[src/rtl/pwr_seq_pkg.sv]
// Shared types and constants for the power-sequence write scheduler.
package pwr_seq_pkg;

  typedef enum logic [1:0] {
    IDLE   = 2'd0,
    ISSUE  = 2'd1,
    RESP   = 2'd2,
    SETTLE = 2'd3
  } state_e;

  localparam logic [1:0] RESP_OKAY   = 2'b00;
  localparam logic [1:0] RESP_SLVERR = 2'b10;
  localparam logic [1:0] RESP_DECERR = 2'b11;

  localparam int unsigned TIMEOUT_DEFAULT = 1024;

endpackage

[src/rtl/pwr_seq_scheduler_rr_arbiter.sv]
// Round-robin picker: lowest requesting index at or after ptr, wrapping.
module rr_arbiter #(
  parameter int unsigned NUM_REQ = 4
) (
  input  logic [NUM_REQ-1:0]         req,
  input  logic [$clog2(NUM_REQ)-1:0] ptr,
  input  logic                       en,
  output logic [NUM_REQ-1:0]         gnt,
  output logic [$clog2(NUM_REQ)-1:0] gnt_idx
);

  localparam int unsigned IDX_W = $clog2(NUM_REQ);

  // Scan from ptr upward; the first hit wins.
  always_comb begin : pick
    logic             found;
    logic [IDX_W-1:0] k;
    gnt     = '0;
    gnt_idx = '0;
    found   = 1'b0;
    k       = '0;
    for (int unsigned i = 0; i < NUM_REQ; i++) begin
      k = IDX_W'((32'(ptr) + i) % NUM_REQ);
      if (en && !found && req[k]) begin
        gnt[k]  = 1'b1;
        gnt_idx = k;
        found   = 1'b1;
      end
    end
  end

endmodule

[src/rtl/pwr_seq_scheduler.sv]
// Arbitrates power-state writes from several requesters onto one AXI-Lite write master.
module pwr_seq_scheduler
  import pwr_seq_pkg::*;
#(
  parameter int unsigned NUM_REQ        = 4,
  parameter int unsigned ADDR_WIDTH     = 32,
  parameter int unsigned DATA_WIDTH     = 32,
  parameter int unsigned TIMEOUT_CYCLES = TIMEOUT_DEFAULT,
  parameter int unsigned CNT_WIDTH      = 16
) (
  input  logic                                 clk,
  input  logic                                 rst,
  input  logic [NUM_REQ-1:0]                   req_valid,
  input  logic [NUM_REQ-1:0][ADDR_WIDTH-1:0]   req_addr,
  input  logic [NUM_REQ-1:0][DATA_WIDTH-1:0]   req_data,
  output logic [NUM_REQ-1:0]                   req_ready,
  output logic [NUM_REQ-1:0]                   done,
  output logic                                 err,
  input  logic [CNT_WIDTH-1:0]                 settle_cycles,
  output logic                                 busy,
  output logic                                 aw_valid,
  input  logic                                 aw_ready,
  output logic [ADDR_WIDTH-1:0]                aw_addr,
  output logic                                 w_valid,
  input  logic                                 w_ready,
  output logic [DATA_WIDTH-1:0]                w_data,
  output logic [DATA_WIDTH/8-1:0]              w_strb,
  input  logic                                 b_valid,
  output logic                                 b_ready,
  input  logic [1:0]                           b_resp
);

  localparam int unsigned IDX_W = $clog2(NUM_REQ);

  state_e                 r_state;
  state_e                 w_next;
  logic [IDX_W-1:0]       r_ptr;
  logic [IDX_W-1:0]       r_gidx;
  logic [IDX_W-1:0]       w_gnt_idx;
  logic [NUM_REQ-1:0]     w_gnt;
  logic [ADDR_WIDTH-1:0]  r_addr;
  logic [DATA_WIDTH-1:0]  r_data;
  logic                   r_aw_valid;
  logic                   r_w_valid;
  logic [CNT_WIDTH-1:0]   r_cnt;
  logic                   w_arb_en;
  logic                   w_aw_fin;
  logic                   w_w_fin;
  logic                   w_tmo;

  assign w_arb_en = (r_state == IDLE) && !rst;
  assign w_aw_fin = !r_aw_valid || aw_ready;
  assign w_w_fin  = !r_w_valid || w_ready;
  assign w_tmo    = (r_cnt >= CNT_WIDTH'(TIMEOUT_CYCLES - 1));

  rr_arbiter #(.NUM_REQ(NUM_REQ)) u_arb (
    .req     (req_valid),
    .ptr     (r_ptr),
    .en      (w_arb_en),
    .gnt     (w_gnt),
    .gnt_idx (w_gnt_idx)
  );

  assign req_ready = w_gnt;
  assign aw_valid  = r_aw_valid;
  assign w_valid   = r_w_valid;
  assign aw_addr   = r_addr;
  assign w_data    = r_data;
  assign w_strb    = '1;
  assign b_ready   = (r_state != ISSUE);
  assign busy      = (r_state != IDLE);

  // State register.
  always_ff @(posedge clk) begin
    if (rst) r_state <= IDLE;
    else     r_state <= w_next;
  end

  // Next-state decode plus the completion pulse raised on the B beat or timeout.
  always_comb begin
    w_next = r_state;
    done   = '0;
    err    = 1'b0;
    case (r_state)
      IDLE:   if (|w_gnt) w_next = ISSUE;
      ISSUE:  if (w_aw_fin && w_w_fin) w_next = RESP;
      RESP: begin
        if (b_valid) begin
          done[r_gidx] = 1'b1;
          err          = (b_resp != RESP_OKAY);
          w_next       = SETTLE;
        end else if (w_tmo) begin
          done[r_gidx] = 1'b1;
          err          = 1'b1;
          w_next       = SETTLE;
        end
      end
      SETTLE: if (r_cnt == '0) w_next = IDLE;
      default: w_next = IDLE;
    endcase
  end

  // Capture, channel valids, rotation pointer and the shared timeout/settle counter.
  always_ff @(posedge clk) begin
    if (rst) begin
      r_ptr      <= '0;
      r_gidx     <= '0;
      r_addr     <= '0;
      r_data     <= '0;
      r_aw_valid <= 1'b0;
      r_w_valid  <= 1'b0;
      r_cnt      <= '0;
    end else begin
      case (r_state)
        IDLE: begin
          if (|w_gnt) begin
            r_addr     <= req_addr[w_gnt_idx];
            r_data     <= req_data[w_gnt_idx];
            r_gidx     <= w_gnt_idx;
            r_ptr      <= (w_gnt_idx == IDX_W'(NUM_REQ - 1)) ? '0 : w_gnt_idx + IDX_W'(1);
            r_aw_valid <= 1'b1;
            r_w_valid  <= 1'b1;
          end
        end
        ISSUE: begin
          if (aw_ready) r_aw_valid <= 1'b0;
          if (w_ready)  r_w_valid  <= 1'b0;
          r_cnt <= '0;
        end
        RESP: begin
          if (w_next == SETTLE)  r_cnt <= settle_cycles;
          else if (r_cnt != '1) r_cnt <= r_cnt + CNT_WIDTH'(1);
        end
        SETTLE: begin
          if (r_cnt != '0) r_cnt <= r_cnt - CNT_WIDTH'(1);
        end
        default: r_cnt <= '0;
      endcase
    end
  end

endmodule
[config.mk]
export PLATFORM = sky130hd
export DESIGN_NAME = pwr_seq_scheduler
export DESIGN_NICKNAME = d
export VERILOG_FILES = /design/src/rtl/pwr_seq_pkg.sv /design/src/rtl/pwr_seq_scheduler_rr_arbiter.sv /design/src/rtl/pwr_seq_scheduler.sv
export SDC_FILE = /design/constraint.sdc
export NUM_CORES = 1
export LEC_CHECK = 0
export CORE_UTILIZATION = 35
export CTS_CLUSTER_DIAMETER = 200
export CTS_CLUSTER_SIZE = 16
export DETAILED_ROUTE_END_ITERATION = 16
export DONT_BUFFER_PORTS = 1
export PLACE_DENSITY = 0.48
export SLEW_MARGIN = 20
export SYNTH_ARGS = -nofsm -noshare
export SYNTH_HDL_FRONTEND = slang
export SYNTH_SLANG_ARGS = --single-unit
[constraint.sdc]
create_clock -name clk -period 4 [get_ports clk]
set_input_delay 0.6 -clock clk [delete_from_list [all_inputs] [get_ports clk]]
set_output_delay 0.6 -clock clk [all_outputs]
set_load 0.005 [all_outputs]
======== After elaboration in Yosys (flattened, before gate mapping) ========
Index checks and enable logic that the tools add are counted.
storage, ports and cells
  logic and storage cells ................. 130
  input bits .............................. 283
  register bits ........................... 88
  output and inout port bits .............. 81
operators by class
  bitwise operators ....................... 3
  reduce and logical (&&, ||, !) cells .... 34
  equality and inequality tests ........... 12
  mux-type cells .......................... 55
  add/sub/neg operators ................... 6
  magnitude comparators ................... 12
operators with widths
  operator               count
  $bmux 32 s2            2
  $mux 32                2
  $mux 16                3
  $pmux 16 s3            1
  $mux 4                 7
  $mux 2                 10
  $lt 2x3->1 const B     6
  $mux 1                 18
  $add 16x1->16 const B  1
  $ge 16x10->1 const B   1
  $logic_not 16->1       1
  $ne 16x16->1 const B   1
  $reduce_bool 16->1     1
  $sub 16x1->16 const B  1
  $logic_and 1x1->1      14
  $or 4x4->4             3
  $demux 1 s2            5
  $ge 2x1->1 const B     5
  $reduce_and 3->1       3
  $bmux 1 s2             4
  $eq 2x2->1 const B     4
  $pmux 2 s4             1
  $logic_not 1->1        6
  $ne 2x2->1 const B     3
  12 further kinds       19

======== Longest topological paths before layout ========
Gate-level depths: netlist (run 1).
  depth after elaboration ................. 22
  gate-level depth with buffers ........... 13
  depth with buffers taken out ............ 9

======== Hierarchy ========
Synthesis (run 1) repeated with hierarchy kept, for this count alone.
unflattened totals
  cells, all modules ...................... 667
  area total of the unflattened synthesis .. 6107.1 um^2
modules (own cells, without submodules)
  module             times used  area each (um^2)  cells each  sequential area each (um^2)
  pwr_seq_scheduler  1           5532.8            596         1761.7
  rr_arbiter         1           574.3             71          0.0

======== Worst setup path before layout (run 1) ========
No wires, ideal clock.
  path type ............................... reg-to-reg
  start ................................... reg (tool-made name)
  end ..................................... reg r_gidx[0]
  data arrival time ....................... 2.883 ns
  cell stages (with the launch flop) ...... 13
  library setup time ...................... 0.128 ns
  period minus slack after synthesis ...... 3.011 ns
  data required time ...................... 3.872 ns
  buffers on the path ..................... 3
  setup slack ............................. 0.989 ns
  cells stage by stage .................... dfxtp_1 > buf_4 > inv_1 > ha_1 > buf_2 > mux4_2 > nor2b_4 > a22o_1 > a222oi_1 > and4_4 > buf_6 > mux2i_1 > nor2_1
RTL lines
  element               line                      source
  end signal, assigned  pwr_seq_scheduler.sv:119  r_gidx <= w_gnt_idx;
  end, declared         pwr_seq_scheduler.sv:38   logic [IDX_W-1:0] r_gidx;

======== Worst setup path in the final report (run 1) ========
  start ................................... reg r_ptr[1]
  end ..................................... reg r_data[25], in the netlist w_data[25]
on the way
  longest elaborated chain between the ends .. 18
  elaborated cells between the ends (all ways) .. 59
  classes of those cells .................. add/sub (3); order compare (8); mux (29); bitwise (3); reduce/logical (16)
RTL lines
  element                                                              line                      source
  start, declared                                                      pwr_seq_scheduler.sv:37   logic [IDX_W-1:0] r_ptr;
  start signal, assigned                                               pwr_seq_scheduler.sv:120  r_ptr <= (w_gnt_idx == IDX_W'(NUM_REQ - 1)) ? '0 : w_gnt_idx + IDX_W'(1);
  parallel branches: the longest is 18 deep, another holds $lt 2x3->1  n/a
  end signal, assigned                                                 pwr_seq_scheduler.sv:118  r_data <= req_data[w_gnt_idx];
  end, declared                                                        pwr_seq_scheduler.sv:42   logic [DATA_WIDTH-1:0] r_data;
Several ways; the timed one is not identified. The select of a mux whose other input is x is not followed.
A chain may end at the register's enable or synchronous reset.

==> results of run 1 <==
==> final cells by class <==
type,count,area (µm²)
timing repair buffer,15,204
sequential,88,1760
clock inverter,6,43.8
tap,234,293
multi-input combinational,634,4400
clock buffer,10,239
fill,1918,11700
antenna,2,5.00
inverter,16,60.1
==> cell families (layout without fill, tap and decap cells) <==
logic type / Yosys count / in the layout / share of synthesized area [%]
AO/OA/AOI/OAI: 276 / 277 / 30.1
XOR/XNOR: 15 / 15 / 1.97
adder cells (fa/ha/maj): 8 / 8 / 1.50
buffers and inverters: 119 / 47 / 8.62
flip-flops: 88 / 88 / 26.4
multiplexers: 10 / 10 / 2.25
other: 1 / 6 / 0.0563
AND/OR/NAND/NOR: 320 / 320 / 29.1
==> path summary, 6_finish.rpt <==
| kind | cells past startpoint | from | end | slack [ps] |
|---|---|---|---|---|
| worst max-delay path | 10 | r_ptr[1] | w_data[25] | 310 |
| worst max register to register | 10 | r_ptr[1] | w_data[25] | 310 |
| worst min-delay path | 3 | w_ready | w_valid | 430 |
| worst min register to register | 2 | w_valid | w_valid | 490 |
==> flip-flops by register name, summed over array words and instances (netlist names), named ones only <==
name      flops
aw_valid      1
r_state       2
w_data       32
r_cnt        16
aw_addr      32
r_ptr         1
r_gidx        2
w_valid       1
==> metrics by stage <==
stage	instance area (µm²)	setup slack, ps	hold WS, ps	std cells	utilization (%)
2_1_floorplan	6680	989	466	840	-
3_3_place_gp	6700	348	472	986	35.8
3_5_place_dp	6700	32.5	478	986	35.8
4_1_cts	6990	27.7	305	1002	37.4
5_1_grt	7010	49.2	304	1005	37.5
6_report	7010	310	426	1005	37.5
==> power breakdown <==
group          switching, µW  total (µW)  internal, µW
Clock                    389         829           440
Combinational           1800        2940          1140
Sequential               348        1550          1200
==> cell usage after synthesis, types with 4 or more instances <==
master | count | area share [%]
nand4_1 | 5 | 0.47
nand2b_1 | 4 | 0.38
a211oi_1 | 136 | 15
dfxtp_1 | 88 | 26
nand3_1 | 5 | 0.38
nand2_1 | 39 | 2.2
xnor2_1 | 8 | 1.1
ha_1 | 8 | 1.5
nor4_1 | 5 | 0.47
o31ai_1 | 66 | 7.4
buf_2 | 30 | 2.3
inv_1 | 15 | 0.84
nand3b_1 | 68 | 7.7
xor2_1 | 7 | 0.92
mux4_2 | 4 | 1.4
and3_1 | 132 | 12
buf_4 | 10 | 1.1
clkbuf_1 | 56 | 3.2
o21ai_1 | 4 | 0.30
and2_1 | 5 | 0.47
buf_6 | 7 | 1.2
or3_1 | 5 | 0.47
nor2_1 | 28 | 1.6
nor3_1 | 11 | 0.83
a21oi_1 | 18 | 1.4
o21ai_0 | 18 | 1.4
mux2i_1 | 6 | 0.90
a22oi_1 | 7 | 0.79
==> worst max-delay path, stage by stage, from the launching register on <==
cell and delay, ps:
dfxtp_1 560, inv_1 140, ha_1 450, mux4_2 380
nand2b_4 100, a21oi_4 60, o21ai_1 530, a21boi_4 570
buf_6 410, a211oi_1 110, o31ai_1 240
==> layer usage <==
layer	wire length [µm]	vias up	GRT usage, %	part of all wire [%]
li1	-	3060	-	-
met1	9770	3110	28.6	40
met2	12100	294	38.4	50
met3	1640	38	5.95	6.8
met4	739	0	9.89	3.1
met5	0	-	0	0
==> flow_summary.toml, run 1 <==
[synthesis]
synth_cells = 837
synth-main-ff-cell = "dfxtp_1"
async_flop_share_pct = 0
synth_edf_count = 0
ys_ff_latch = 88
netlist_area_mm2 = 0.00667
syn_area_per_cell_um2 = 7.96
yosysUniqueCellTypes = 57
yosysWarnings = 0
yosysSeqAreaShare_pct = 26.4

[clock_network]
cts_inserted_buffers = 9
clk_pin_slew_ps = 70
cts-htree-levels = 3
clockRootBuffer = "clkbuf_16"
cts_tree = "yes"
hold_buffers = 0
clock_path_buffers = 2
ctsResizeCount = 0
cts_setup_buffers = 0
clk_latency_ps = 350
cts_sinks = 88

[critical_path]
crit_fanout = 42
crit_type = "reg2reg"
worst_setup_path_end_kind = "flop"
cp.required_ps = 4260
start_kind = "flop"
arrival_ps = 3950

[die]
core-area_mm2 = 0.0187
fp.dieW_um = 140
io_pins = 364
start_util_pct = 35.6
rows = 50
die-area_mm2 = 0.0196
die_y_um = 140

[timing]
slew_headroom_pct = 49.0
fin_setup_tns_ps = 0
rsz0062_at_grt = "no"
finalHoldViolations = 0
fmax_mhz = 271
period_minus_slack_ps = 3690
fin_crit_sh_pct = 92.3
fin_skew_ps = 9.16
slew_viol_final = 0
setup_viol = 0
worst_pin_slew_ps = 761

[final_layout]
final_nets = 1055
area_growth_pct = 5.12
drive_above_1_share_pct = 6.76
final_common_cell = "a211oi_1"
layout_common_cells = "a211oi_1 (136), and3_1 (132), dfxtp_1 (88)"

[global_routing]
grt_usage_pct = 23.2
grt_pass1_vias = 6122
grt_max_degree = 120
antenna_found_initial = 2
grt_pass1_wl_um = 35400
grt-ovfl-total = 0

[power]
pwr_density_cell_mw_per_mm2 = 759
finalPower_uw = 5310
p_leak_uw = 0.00254
ir_worst_vdd_v = 0.000403

[place]
dp_hpwl_um = 17000
io_buffers = 0
gp_congestion = 0.865

[routing]
post_drt_wl_per_cell_um = 24.1
wirelength_um = 24200
drc = 0
drt_iter0_markers = 430
vias = 6502
routed_via_density = 6.47
drtAntennaViolNets = 0
firstDrtPassIters = 7

[run_status]
run_status = "complete, no violations"

[min_path]
hp-class = "in2reg"

[run]
max-cap-violations = 0
No activity file was read; power rests on OpenSTA's default activity.
==> run 2, diff against run 1 <==
Settings changed: CORE_AREA from default to 2 2 140 142, CORE_UTILIZATION 35 to default, CTS_CLUSTER_SIZE 16 to default, DIE_AREA from default to 0 0 142 144, SKIP_LAST_GASP from default to 1.
==> run 2 against run 1 <==
  * Clock power up 7.0%
  * Wire length down 2.6%
  * Fmax up 0.21%
  * Worst setup slack better by 7.6 ps
  * Clock skew up 3.1 ps
  * Worst hold slack worse by 87 ps
  * Combinational power about the same
  * Critical path depth unchanged
==> flow_summary.toml, run 2 (synthesized netlist as in run 1, its figures left out) <==
[routing]
top_layer = "met5"
wirelength_um = 23600
post_drt_wl_per_cell_um = 23.4
routed_via_density = 6.36
dr_wl_met3_um = 1640
met1_length_um = 9920
firstDrtPassIters = 4
drt_iter0_markers = 337
drc = 0
routed-wl-met2_um = 11500
vias = 6418
drtAntennaViolNets = 0

[min_path]
min_to = "r_ptr[1]"
hold_path_startpoint = "rst"
hp-class = "in2reg"
min_delay_path_depth = 1

[die]
io_pins = 364
rows = 51
start_util_pct = 34.9
core-area_mm2 = 0.0191
die-area_mm2 = 0.0204
fp.dieW_um = 142
die_y_um = 144

[final_layout]
layout_common_cells = "a211oi_1 (136), and3_1 (132), dfxtp_1 (88)"
final_common_cell = "a211oi_1"
area_growth_pct = 5.73
final_cell_area_mm2 = 0.00705
drive_above_1_share_pct = 6.63
final_util_pct = 36.9
final_nets = 1055
fillCellCount = 1979

[clock_network]
cts_tree = "yes"
clock_path_buffers = 2
cts_sinks = 88
clk_pin_slew_ps = 60
clockRootBuffer = "clkbuf_16"
cts_inserted_buffers = 9
clk_latency_ps = 350
cts-htree-levels = 3

[power]
p_seq_share_pct = 28.7
p_leak_uw = 0.00257
pwr-share-clk_pct = 16.4
switching_power_uw = 2480
p_int_uw = 2920
power_switching_share_pct = 46.0
pwr_density_cell_mw_per_mm2 = 766
ir_worst_vdd_v = 0.000274
combPwrFrac_pct = 54.9

[timing]
setup_viol = 0
fmax_mhz = 272
worst_pin_slew_ps = 753
rsz0062_at_grt = "yes"
slew_headroom_pct = 49.5
finalHoldViolations = 0
fin_crit_sh_pct = 92.1
period_minus_slack_ps = 3680
slew_viol_final = 0
fin_skew_ps = 12.2

[critical_path]
crit_type = "reg2reg"
reg2reg_setup_slack_ps = 320
start_kind = "flop"
worst_setup_path_end_kind = "flop"
cp.required_ps = 4220
timing.rr.end = "aw_addr[19]"
r2r-start = "r_ptr[1]"
rr_worst_depth = 10
arrival_ps = 3900
crit_fanout = 43

[place]
placed_area_mm2 = 0.00673
dp_hpwl_um = 17000
gp_congestion = 0.881
io_buffers = 0

[global_routing]
grt_pass1_vias = 5995
antenna_found_initial = 3
grt_usage_pct = 21.7
grt-ovfl-total = 0
grt_max_degree = 129
grt_pass1_wl_um = 34500

[run]
max-cap-violations = 0

[run_status]
run_status = "complete, no violations"
run 2: cell count changes in the layout (fill, tap and decap cells not counted), sizes merged:
cell / previous run / this run
a21boi: 4 / 3
buf: 15 / 16
bufinv: 0 / 1
clkbuf: 10 / 12
clkinv: 1 / 0
clkinvlp: 4 / 3
inv: 17 / 16
run 2: stage by stage:
step / hold WS (ps) / setup TNS [ps] / worst slack [ps] / std cells / total power (µW)
6_report: 339 / 0 / 317 / 1009 / 5400
5_1_grt: 317 / -1.27 / -1.27 / 1009 / 5840
4_1_cts: 313 / 0 / 239 / 1007 / 5460
3_5_place_dp: 487 / 0 / 247 / 991 / 4540
3_3_place_gp: 487 / 0 / 375 / 991 / 4470
2_1_floorplan: 466 / 0 / 989 / 840 / 3830
run 2: power by group through the flow:
stage                     registers, µW  logic [µW]  clock network [µW]
final                              1550        2960                 887
after global routing               1580        3300                 954
after CTS                          1560        2980                 922
after detailed placement           1570        2970                   0
after global placement             1570        2890                   0
after floorplan                    1380        2450                   0
run 2: cell type report:
type                    count  area (µm²)  share of cell area, %
inverters                  16        60.1                  0.852
clock inverters             4        52.6                  0.746
repair buffers             16         224                   3.18
well taps                 238         298                   4.23
clock buffers              12         256                   3.64
flip-flops and latches     88        1760                   25.0
multi-input cells         633        4390                   62.3
diodes                      2        5.00                 0.0710
run 2: critical path, stage by stage, from the launching register on:
cell and delay [ps]:
dfxtp_1 540, inv_1 130, ha_1 470, mux4_2 600, nor2b_4 160, and2_1 180, o21ai_4 220, nand2_4 320
buf_4 350, a211oi_1 440, o31ai_1 130
run 2: worst max-delay path by stage:
stage / from / end / slack (ps) / cells after the start
finish: r_ptr[1] / aw_addr[19] / 320 / 10
detailed placement: r_ptr[1] / aw_addr[19] / 250 / 10
global placement: r_ptr[1] / aw_addr[19] / 380 / 10
global route: r_ptr[1] / aw_addr[19] / -1 / 10
CTS: r_ptr[1] / aw_addr[19] / 240 / 10
floorplan: flop / r_gidx[0] / 990 / 12
run 2: what timing repair did:
action,4_1_cts,5_1_grt
hold buffers,0,0
hold endpoints to repair,0,0
buffers inserted,0,0
gates resized for setup,0,1
setup endpoints to repair,0,1
run 2: layer usage:
layer	track usage, %	vias to the layer above
li1	-	3071
met1	27.1	3065
met2	35.8	248
met3	6.95	32
met4	6.89	2
met5	0	-
